## config.mk

```make
export PLATFORM = sky130hd
export DESIGN_NAME = hdlc_chk_channel
export DESIGN_NICKNAME = d
export VERILOG_FILES = /design/src/rtl/hdlc_chk_pkg.sv /design/src/rtl/hdlc_chk_channel.sv
export SDC_FILE = /design/constraint.sdc
export NUM_CORES = 1
export LEC_CHECK = 0
export ABC_AREA = 1
export CAP_MARGIN = 20
export CORE_ASPECT_RATIO = 1.25
export CORE_MARGIN = 2
export CORE_UTILIZATION = 50
export DETAILED_ROUTE_END_ITERATION = 8
export GPL_TIMING_DRIVEN = 1
export PLACE_DENSITY_LB_ADDON = 0.05
export SLEW_MARGIN = 10
export SYNTH_ARGS = -nofsm -noshare
export SYNTH_HDL_FRONTEND = slang
export SYNTH_SLANG_ARGS = --single-unit
```

## constraint.sdc

```tcl
create_clock -name clk -period 2.5 [get_ports clk]
set_input_delay 0.75 -clock clk [delete_from_list [all_inputs] [get_ports clk]]
set_output_delay 0.75 -clock clk [all_outputs]
set_load 0.05 [all_outputs]
```

## src/rtl/hdlc_chk_pkg.sv

```systemverilog
// Shared types and constants for the HDLC protocol checker.
package hdlc_chk_pkg;

    localparam int NUM_RULES = 4;

    // Bit position of each rule inside a channel's error vector.
    typedef enum logic [1:0] {
        RULE_FLAG     = 2'd0,
        RULE_ABORT    = 2'd1,
        RULE_SPURIOUS = 2'd2,
        RULE_IDLE     = 2'd3
    } rule_e;

    // Per-channel frame tracking state.
    typedef enum logic [1:0] {
        ST_IDLE       = 2'd0,
        ST_FRAME      = 2'd1,
        ST_ABORT_WAIT = 2'd2
    } state_e;

    // HDLC flag 0,1,1,1,1,1,1,0 with the oldest bit in the MSB.
    localparam logic [7:0] FLAG_PATTERN = 8'b0111_1110;

endpackage

```

## src/rtl/hdlc_chk_channel.sv

```systemverilog
// One monitored HDLC channel: line history, frame FSM and the four rule checks.
// Errors are combinational for the current cycle; the top registers them.
module hdlc_chk_channel
    import hdlc_chk_pkg::*;
#(
    parameter int FLAG_LAT  = 2,
    parameter int ABORT_LAT = 2,
    parameter int IDLE_LEN  = 8
) (
    input  logic                 clk,
    input  logic                 rst,
    input  logic                 enable,
    input  logic                 idle_chk_en,
    input  logic                 line,
    input  logic                 valid_frame,
    input  logic                 flag_detect,
    input  logic                 abort_signal,
    output logic [NUM_RULES-1:0] err
);

    localparam int                IDLE_W     = $clog2(IDLE_LEN + 1);
    localparam logic [IDLE_W-1:0] IDLE_MAX   = IDLE_W'(IDLE_LEN);
    localparam logic [2:0]        ABORT_INIT = 3'(ABORT_LAT);

    logic [7:0]          hist;
    logic [2:0]          ones_run;
    logic [FLAG_LAT-1:0] flag_pipe;
    state_e              state;
    logic [2:0]          timer;
    logic [2:0]          abort_win;
    logic                abort_d;
    logic [IDLE_W-1:0]   idle_cnt;

    logic flag_hit;
    logic abort_seen;
    logic abort_rise;

    // Flag seen in the registered history; the 7th one arriving inside a frame is an abort.
    assign flag_hit   = (hist == FLAG_PATTERN);
    assign abort_seen = (state == ST_FRAME) && valid_frame && (ones_run == 3'd6) && line;
    assign abort_rise = abort_signal && !abort_d;

    // Evaluate the four rules for the current cycle.
    always_comb begin
        // NOTE: default every output first so no path through the block can infer a latch.
        err                = '0;
        err[RULE_FLAG]     = enable && flag_pipe[FLAG_LAT-1] && !flag_detect;
        err[RULE_ABORT]    = enable && (state == ST_ABORT_WAIT) && !abort_signal && (timer == 3'd1);
        err[RULE_SPURIOUS] = enable && abort_rise && (abort_win == 3'd0);
        err[RULE_IDLE]     = enable && idle_chk_en && !line && (idle_cnt == IDLE_MAX);
    end

    // History, run counters, flag pipeline, abort window, idle counter and frame FSM.
    always_ff @(posedge clk) begin
        if (rst) begin
            // NOTE: all state uses non-blocking assignment so every register sees pre-edge values.
            hist      <= '0;
            ones_run  <= '0;
            flag_pipe <= '0;
            state     <= ST_IDLE;
            timer     <= '0;
            abort_win <= '0;
            abort_d   <= 1'b0;
            idle_cnt  <= '0;
        end else begin
            abort_d <= abort_signal;
            if (!enable) begin
                hist      <= '0;
                ones_run  <= '0;
                flag_pipe <= '0;
                state     <= ST_IDLE;
                timer     <= '0;
                abort_win <= '0;
                idle_cnt  <= '0;
            end else begin
                hist     <= {hist[6:0], line};
                ones_run <= line ? ((ones_run == 3'd7) ? 3'd7 : ones_run + 3'd1) : 3'd0;

                flag_pipe[0] <= flag_hit;
                for (int i = 1; i < FLAG_LAT; i++) begin
                    flag_pipe[i] <= flag_pipe[i-1];
                end

                // Window in which a rising AbortSignal is justified by a recent abort.
                if (abort_seen)
                    abort_win <= ABORT_INIT;
                else if (abort_win != 3'd0)
                    abort_win <= abort_win - 3'd1;

                if (valid_frame)
                    idle_cnt <= '0;
                else if (idle_cnt != IDLE_MAX)
                    idle_cnt <= idle_cnt + 1'b1;

                case (state)
                    ST_IDLE: begin
                        if (valid_frame)
                            state <= ST_FRAME;
                    end
                    ST_FRAME: begin
                        if (!valid_frame) begin
                            state <= ST_IDLE;
                        end else if (abort_seen) begin
                            state <= ST_ABORT_WAIT;
                            timer <= ABORT_INIT;
                        end
                    end
                    ST_ABORT_WAIT: begin
                        // Either the abort was reported or the last allowed cycle just expired.
                        if (abort_signal || timer <= 3'd1) begin
                            state <= ST_IDLE;
                            timer <= '0;
                        end else begin
                            timer <= timer - 3'd1;
                        end
                    end
                    default: state <= ST_IDLE;
                endcase
            end
        end
    end

endmodule

```

### After elaboration in Yosys (flattened, before gate mapping)

Index checks and enable logic that the tools add are counted.

| word-level totals | value |
|---|---|
| input bits | 8 |
| word-level logic and storage cells | 71 |
| output and inout bits | 4 |
| bits in registers | 26 |

| cells by class | value |
|---|---|
| $add $sub $neg | 4 |
| multiplexer cells | 12 |
| equality and inequality tests | 13 |
| $lt $le $gt $ge | 1 |
| reductions and logical operators | 30 |
| bitwise gates (word level) | 2 |

Operator list:

| kind | count |
|---|---|
| 1-bit logical AND | 14 |
| 2-bit 2-to-1 mux | 6 |
| 3-bit 2-to-1 mux | 4 |
| 3-bit OR reduction | 3 |
| 8-bit by 7-bit equality test with 1-bit output, second input constant | 1 |
| 3-bit equality test, second input constant | 2 |
| 2-bit != test, second input constant | 3 |
| 2-bit case mux with 3 select lines | 1 |
| 3-bit case mux with 2 select lines | 1 |
| 3-bit AND reduction | 2 |
| 3-bit by 1-bit subtractor with 3-bit output, second input constant | 2 |
| 4-bit by 1-bit adder with 4-bit output, second input constant | 1 |
| 4-bit equality test, second input constant | 1 |
| 1-bit zero test | 4 |
| 4-bit != test, second input constant | 1 |
| 2-bit nonzero test | 2 |
| 3-bit by 1-bit adder with 3-bit output, second input constant | 1 |
| 3-bit by 1-bit equality test with 1-bit output, second input constant | 1 |
| 3-bit by 1-bit <= comparator with 1-bit output, second input constant | 1 |
| 3-bit zero test | 1 |
| 3-bit != test, second input constant | 1 |
| 3-bit nonzero test | 1 |
| 2-bit by 1-bit equality test with 1-bit output, second input constant | 1 |
| 2-bit equality test, second input constant | 1 |
| other kinds (5) | 6 |

### Longest topological paths before layout

| logic depth | value |
|---|---|
| depth after elaboration | 7 |
| depth in mapped cells | 7 |
| mapped depth without buffers | 7 |

### Worst setup path before layout

OpenSTA, ideal clock, no wires.

| timing path | value |
|---|---|
| path type | input to output |
| start point | input enable |
| end point | output err[2] |
| data arrival time | 2277 ps |
| data required time | 1750 ps |
| setup slack | -527 ps |
| cell stages on the path | 2 |
| path buffers | 0 |
| path through | inv_2 nor4_1 |

| between the ends | value |
|---|---|
| longest elaborated chain between the ends | 2 |

Ends and longest elaborated chain:

| element | line | text |
|---|---|---|
| from (decl) | hdlc_chk_channel.sv:12 | `input logic enable,` |
| 1-bit logical AND (2 in series) | hdlc_chk_channel.sv:49 | `err[RULE_SPURIOUS] = enable && abort_rise && (abort_win == 3'd0);` |
| to (decl) | hdlc_chk_channel.sv:18 | `output logic [NUM_RULES-1:0] err` |

No other way between the ends.

### Final worst setup path

| timing path | value |
|---|---|
| start point | input line |
| end point | output err[3] |

| between the ends | value |
|---|---|
| longest elaborated chain between the ends | 3 |

Ends and longest elaborated chain:

| element | line | text |
|---|---|---|
| from (decl) | hdlc_chk_channel.sv:14 | `input logic line,` |
| 1-bit zero test | hdlc_chk_channel.sv:50 | `err[RULE_IDLE] = enable && idle_chk_en && !line && (idle_cnt == IDLE_MAX);` |
| 1-bit logical AND (2 in series) | hdlc_chk_channel.sv:50 |  |

No other way between the ends.

==> load_flow_metrics.sql <==
INSERT INTO impl_metrics (metric_group, metric, value, unit) VALUES
('run_status', 'outcome', 'complete, no violations', ''),
('setup_path', 'crit_path_top_delay_cell', 'sky130_fd_sc_hd__clkdlybuf4s50_1', ''),
('placement', 'dpl.hpwl', '1460', 'µm'),
('finish', 'n_antenna_cell', '0', ''),
('clock_tree', 'worst_skew_pair.late_latency', '310', 'ps'),
('placement', 'place.detailed.instances', '173', ''),
('setup_path', 'startpoint_class_of_the_critical_path', 'primary input', ''),
('clock_tree', 'cts_root_buf', 'sky130_fd_sc_hd__clkbuf_4', ''),
('sta', 'final_max_slew_viol_count', '0', ''),
('floorplanning', 'core.rowCount', '19', ''),
('sta', 'timing.max_slew.rel_slack', '0.803', ''),
('setup_path', 'cp_max_fo', '2', ''),
('finish', 'synthToLayoutAreaGrowth', '23.3', '%'),
('global_route', 'grt_use_total', '0.174', ''),
('setup_path', 'critical_path_class', 'in -> out', ''),
('global_route', 'grt_pass1_wl', '3260', 'µm'),
('yosys', 'yosysWarningCount', '0', ''),
('routing', 'drt.antenna.violating_nets', '0', ''),
('hold_path', 'hold_path_class', 'reg -> reg', ''),
('yosys', 'postSynthRegisterBits', '26', ''),
('power', 'peakVddDrop', '438', 'µV'),
('sta', 'hold_violations', '0', ''),
('floorplanning', 'die_h', '56.4', 'µm'),
('routing', 'detail_route.first_pass.iterations', '4', ''),
('placement', 'port_buffers', '11', ''),
('placement', 'gpl_wtd_cong', '0.788', ''),
('global_route', 'gr-total-overflow', '0', ''),
('global_route', 'antenna_found_initial', '0', ''),
('sta', 'pnr_worst_setup_slack', '65.7', 'ps'),
('routing', 'via_count', '861', ''),
('sta', 'maxClockFrequency', '411', 'MHz'),
('global_route', 'grt_pass1_vias', '830', ''),
('sta', 'unrepaired_setup_endpoints_after_global_routing', 'no', ''),
('setup_path', 'crit_path_max_incr_delay', '430', 'ps'),
('routing', 'drt_first_iter_violations', '16', ''),
('finish', 'finalNonFillerCells', '177', ''),
('yosys', 'netlist_top_cells_area', 'sky130_fd_sc_hd__dfxtp_1 47%, sky130_fd_sc_hd__inv_1 9.2%, sky130_fd_sc_hd__ha_1 8.0%, sky130_fd_sc_hd__nor2_1 7.9%, sky130_fd_sc_hd__nand2_1 5.8%', ''),
('clock_tree', 'clock_pin_slew_of_the_registers_on_the_worst_case_setup_and_hold_paths', '130', 'ps'),
('sta', 'final_worst_clock_skew', '2.30', 'ps'),
('clock_tree', 'cts-htree-levels', '1', ''),
('sta', 'whs', '418', 'ps'),
('power', 'power_leakage', '0.527', 'nW'),
('yosys', 'mappedNetlistNets', '154', ''),
('setup_path', 'crit_path_cell_trace', 'clkdlybuf4s50_1 -> inv_1 -> nand3_1 -> nor2_2 -> buf_12', ''),
('job', 'maxCapViolCount', '0', ''),
('yosys', 'synth_cell_type_count', '24', ''),
('setup_path', 'timing.critical_path.to_type', 'output port', ''),
('yosys', 'gate_count_after_technology_mapping', '139', ''),
('finish', 'layout-drive-gt1-share', '0.160', ''),
('finish', 'nets', '172', ''),
('finish', 'layout.core_utilization', '0.633', ''),
('floorplanning', 'die_x', '45.9', 'µm'),
('yosys', 'share_of_the_synthesized_area_in_the_top_cell_type', '0.474', ''),
('power', 'power_density', '497', 'nW/µm²'),
('routing', 'post-route-drc-count', '0', ''),
('floorplanning', 'coreArea', '2140', 'µm²'),
('clock_tree', 'clock_tree_from_tritoncts', 'built', ''),
('clock_tree', 'cts.path.max_buffers', '2', ''),
('routing', 'detail_route.wirelength', '1830', 'µm'),
('sta', 'timing_worst_slew_pin_value', '295', 'ps'),
('yosys', 'postSynthAreaPerCell', '7.90', 'µm²'),
('global_route', 'pin_count_of_the_biggest_net_entering_global_routing', '19', ''),
('clock_tree', 'cts_made_buffers', '3', ''),
('routing', 'route.detailed.wl_per_inst', '10.3', 'µm'),
('yosys', 'netlist_area_before_placement', '1100', 'µm²'),
('placement', 'dpl_ws', '-149', 'ps'),
('routing', 'routed_via_density', '4.86', ''),
('setup_path', 'worst_ep_arrival_time', '1680', 'ps'),
('floorplanning', 'floorplan.die_area', '2590', 'µm²'),
('floorplanning', 'initial_standard_cell_utilization_of_the_core', '0.513', ''),
('sta', 'final_min_period_over_clock_period', '0.974', ''),
('clock_tree', 'cts.sinks', '26', ''),
('yosys', 'seq_area_frac_synth', '0.474', ''),
('floorplanning', 'io-pin-count', '12', ''),
('clock_tree', 'ctsHoldBuffers', '0', ''),
('sta', 'setup_viol_count_final', '0', ''),
('setup_path', 'critPathRequiredTime', '1750', 'ps'),
('sta', 'timing.setup.tns', '0', 'ps'),
('sta', 'final_period_demand_of_the_worst_path', '2430', 'ps'),
('yosys', 'netlist.top_cell.by_area', 'sky130_fd_sc_hd__dfxtp_1', '');
-- sequential cells by signal, summed over array words and instances (netlist names) --
name and flops:
timer 3, abort_d 1, flag_pipe 2, ones_run 3
state 2, idle_cnt 4, abort_win 3, hist 8
-- power breakdown --
part	internal, W	switching, W
combinational	0.0000222	0.0000233
sequential	0.000419	0.00000287
clock	0.0000890	0.000118
total	0.000530	0.000144
-- worst max-delay path, delay by kind of cell --
family / cells / cell delay [ps]
buffers and inverters: 3 / 660
AND/OR/NAND/NOR: 2 / 270
-- placed cells by master, fill, tap and decap left out --
cell and instances:
sky130_fd_sc_hd__inv_1 27, sky130_fd_sc_hd__dfxtp_1 26, sky130_fd_sc_hd__nor2_1 21, sky130_fd_sc_hd__nand2_1 17, sky130_fd_sc_hd__nand3_1 8, sky130_fd_sc_hd__a21oi_1 7, sky130_fd_sc_hd__ha_1 7, sky130_fd_sc_hd__clkdlybuf4s50_1 5
sky130_fd_sc_hd__buf_12 4, sky130_fd_sc_hd__nor2_2 3, sky130_fd_sc_hd__o21ai_0 3, sky130_fd_sc_hd__a21oi_2 3, sky130_fd_sc_hd__clkbuf_4 3, sky130_fd_sc_hd__buf_4 3, sky130_fd_sc_hd__nor3_2 2, sky130_fd_sc_hd__inv_2 2
sky130_fd_sc_hd__nor4_4 1, sky130_fd_sc_hd__nor2_4 1, sky130_fd_sc_hd__nand4_1 1, sky130_fd_sc_hd__nor4_1 1, sky130_fd_sc_hd__a211oi_1 1, sky130_fd_sc_hd__xnor2_1 1, sky130_fd_sc_hd__or2_4 1, sky130_fd_sc_hd__xor2_1 1
sky130_fd_sc_hd__nand3b_1 1, sky130_fd_sc_hd__nor3_1 1, sky130_fd_sc_hd__a31oi_1 1, sky130_fd_sc_hd__or2_2 1, sky130_fd_sc_hd__clkbuf_8 1, sky130_fd_sc_hd__dlymetal6s2s_1 1, sky130_fd_sc_hd__dlygate4sd2_1 1
-- metrics by stage --
stage	area [µm²]	power (W)
floorplan	1110	0.000451
global placement	1300	0.000476
detailed placement	1300	0.000476
CTS	1350	0.000685
global route	1360	0.000705
finish	1360	0.000674
-- layout make-up --
class / count / area (µm²)
clock buffer: 4 / 36.3
fill: 188 / 785
inverter: 29 / 109
multi-input combinational: 83 / 489
sequential: 26 / 520
tap: 21 / 26.3
timing repair buffer: 14 / 174
-- Yosys cell counts (all sizes together) --
cell type   n
inv        29
buf         1
o21ai       3
nand4       1
a211oi      1
xor2        1
nand3       8
a21oi      10
nor4        2
ha          7
nor2       25
nand3b      1
nor3        3
dfxtp      26
xnor2       1
a31oi       1
nand2      17
or2         2
-- repair_timing --
| action | 4_1_cts | 5_1_grt |
|---|---|---|
| gates resized for setup | 3 | 2 |
| setup endpoints to repair | 4 | 2 |
| pin swaps | 0 | 1 |
| buffers inserted | 0 | 0 |
-- per-layer routing --
metal | routed length [µm] | vias up | track usage
li1 | - | 464 | -
met1 | 802 | 390 | 0.191
met2 | 972 | 5 | 0.306
met3 | 35 | 2 | 0.0289
met4 | 18 | 0 | 0.0857
met5 | 0 | - | 0
-- cell families after synthesis --
kind of cell | synth area share
AO/OA/AOI/OAI | 0.0820
XOR/XNOR | 0.0159
adder cells (fa/ha/maj) | 0.0797
buffers and inverters | 0.104
flip-flops | 0.474
AND/OR/NAND/NOR | 0.245
-- worst paths after layout --
check                                  start            to  slack, ps  cells past startpoint
worst max-delay path                    line        err[3]         70                      5
worst min-delay path            flag_pipe[0]  flag_pipe[1]        420                      2
worst max register to register   ones_run[0]      timer[2]       1320                      7
worst min register to register  flag_pipe[0]  flag_pipe[1]        420                      2
(Power assumes the default switching activity.)
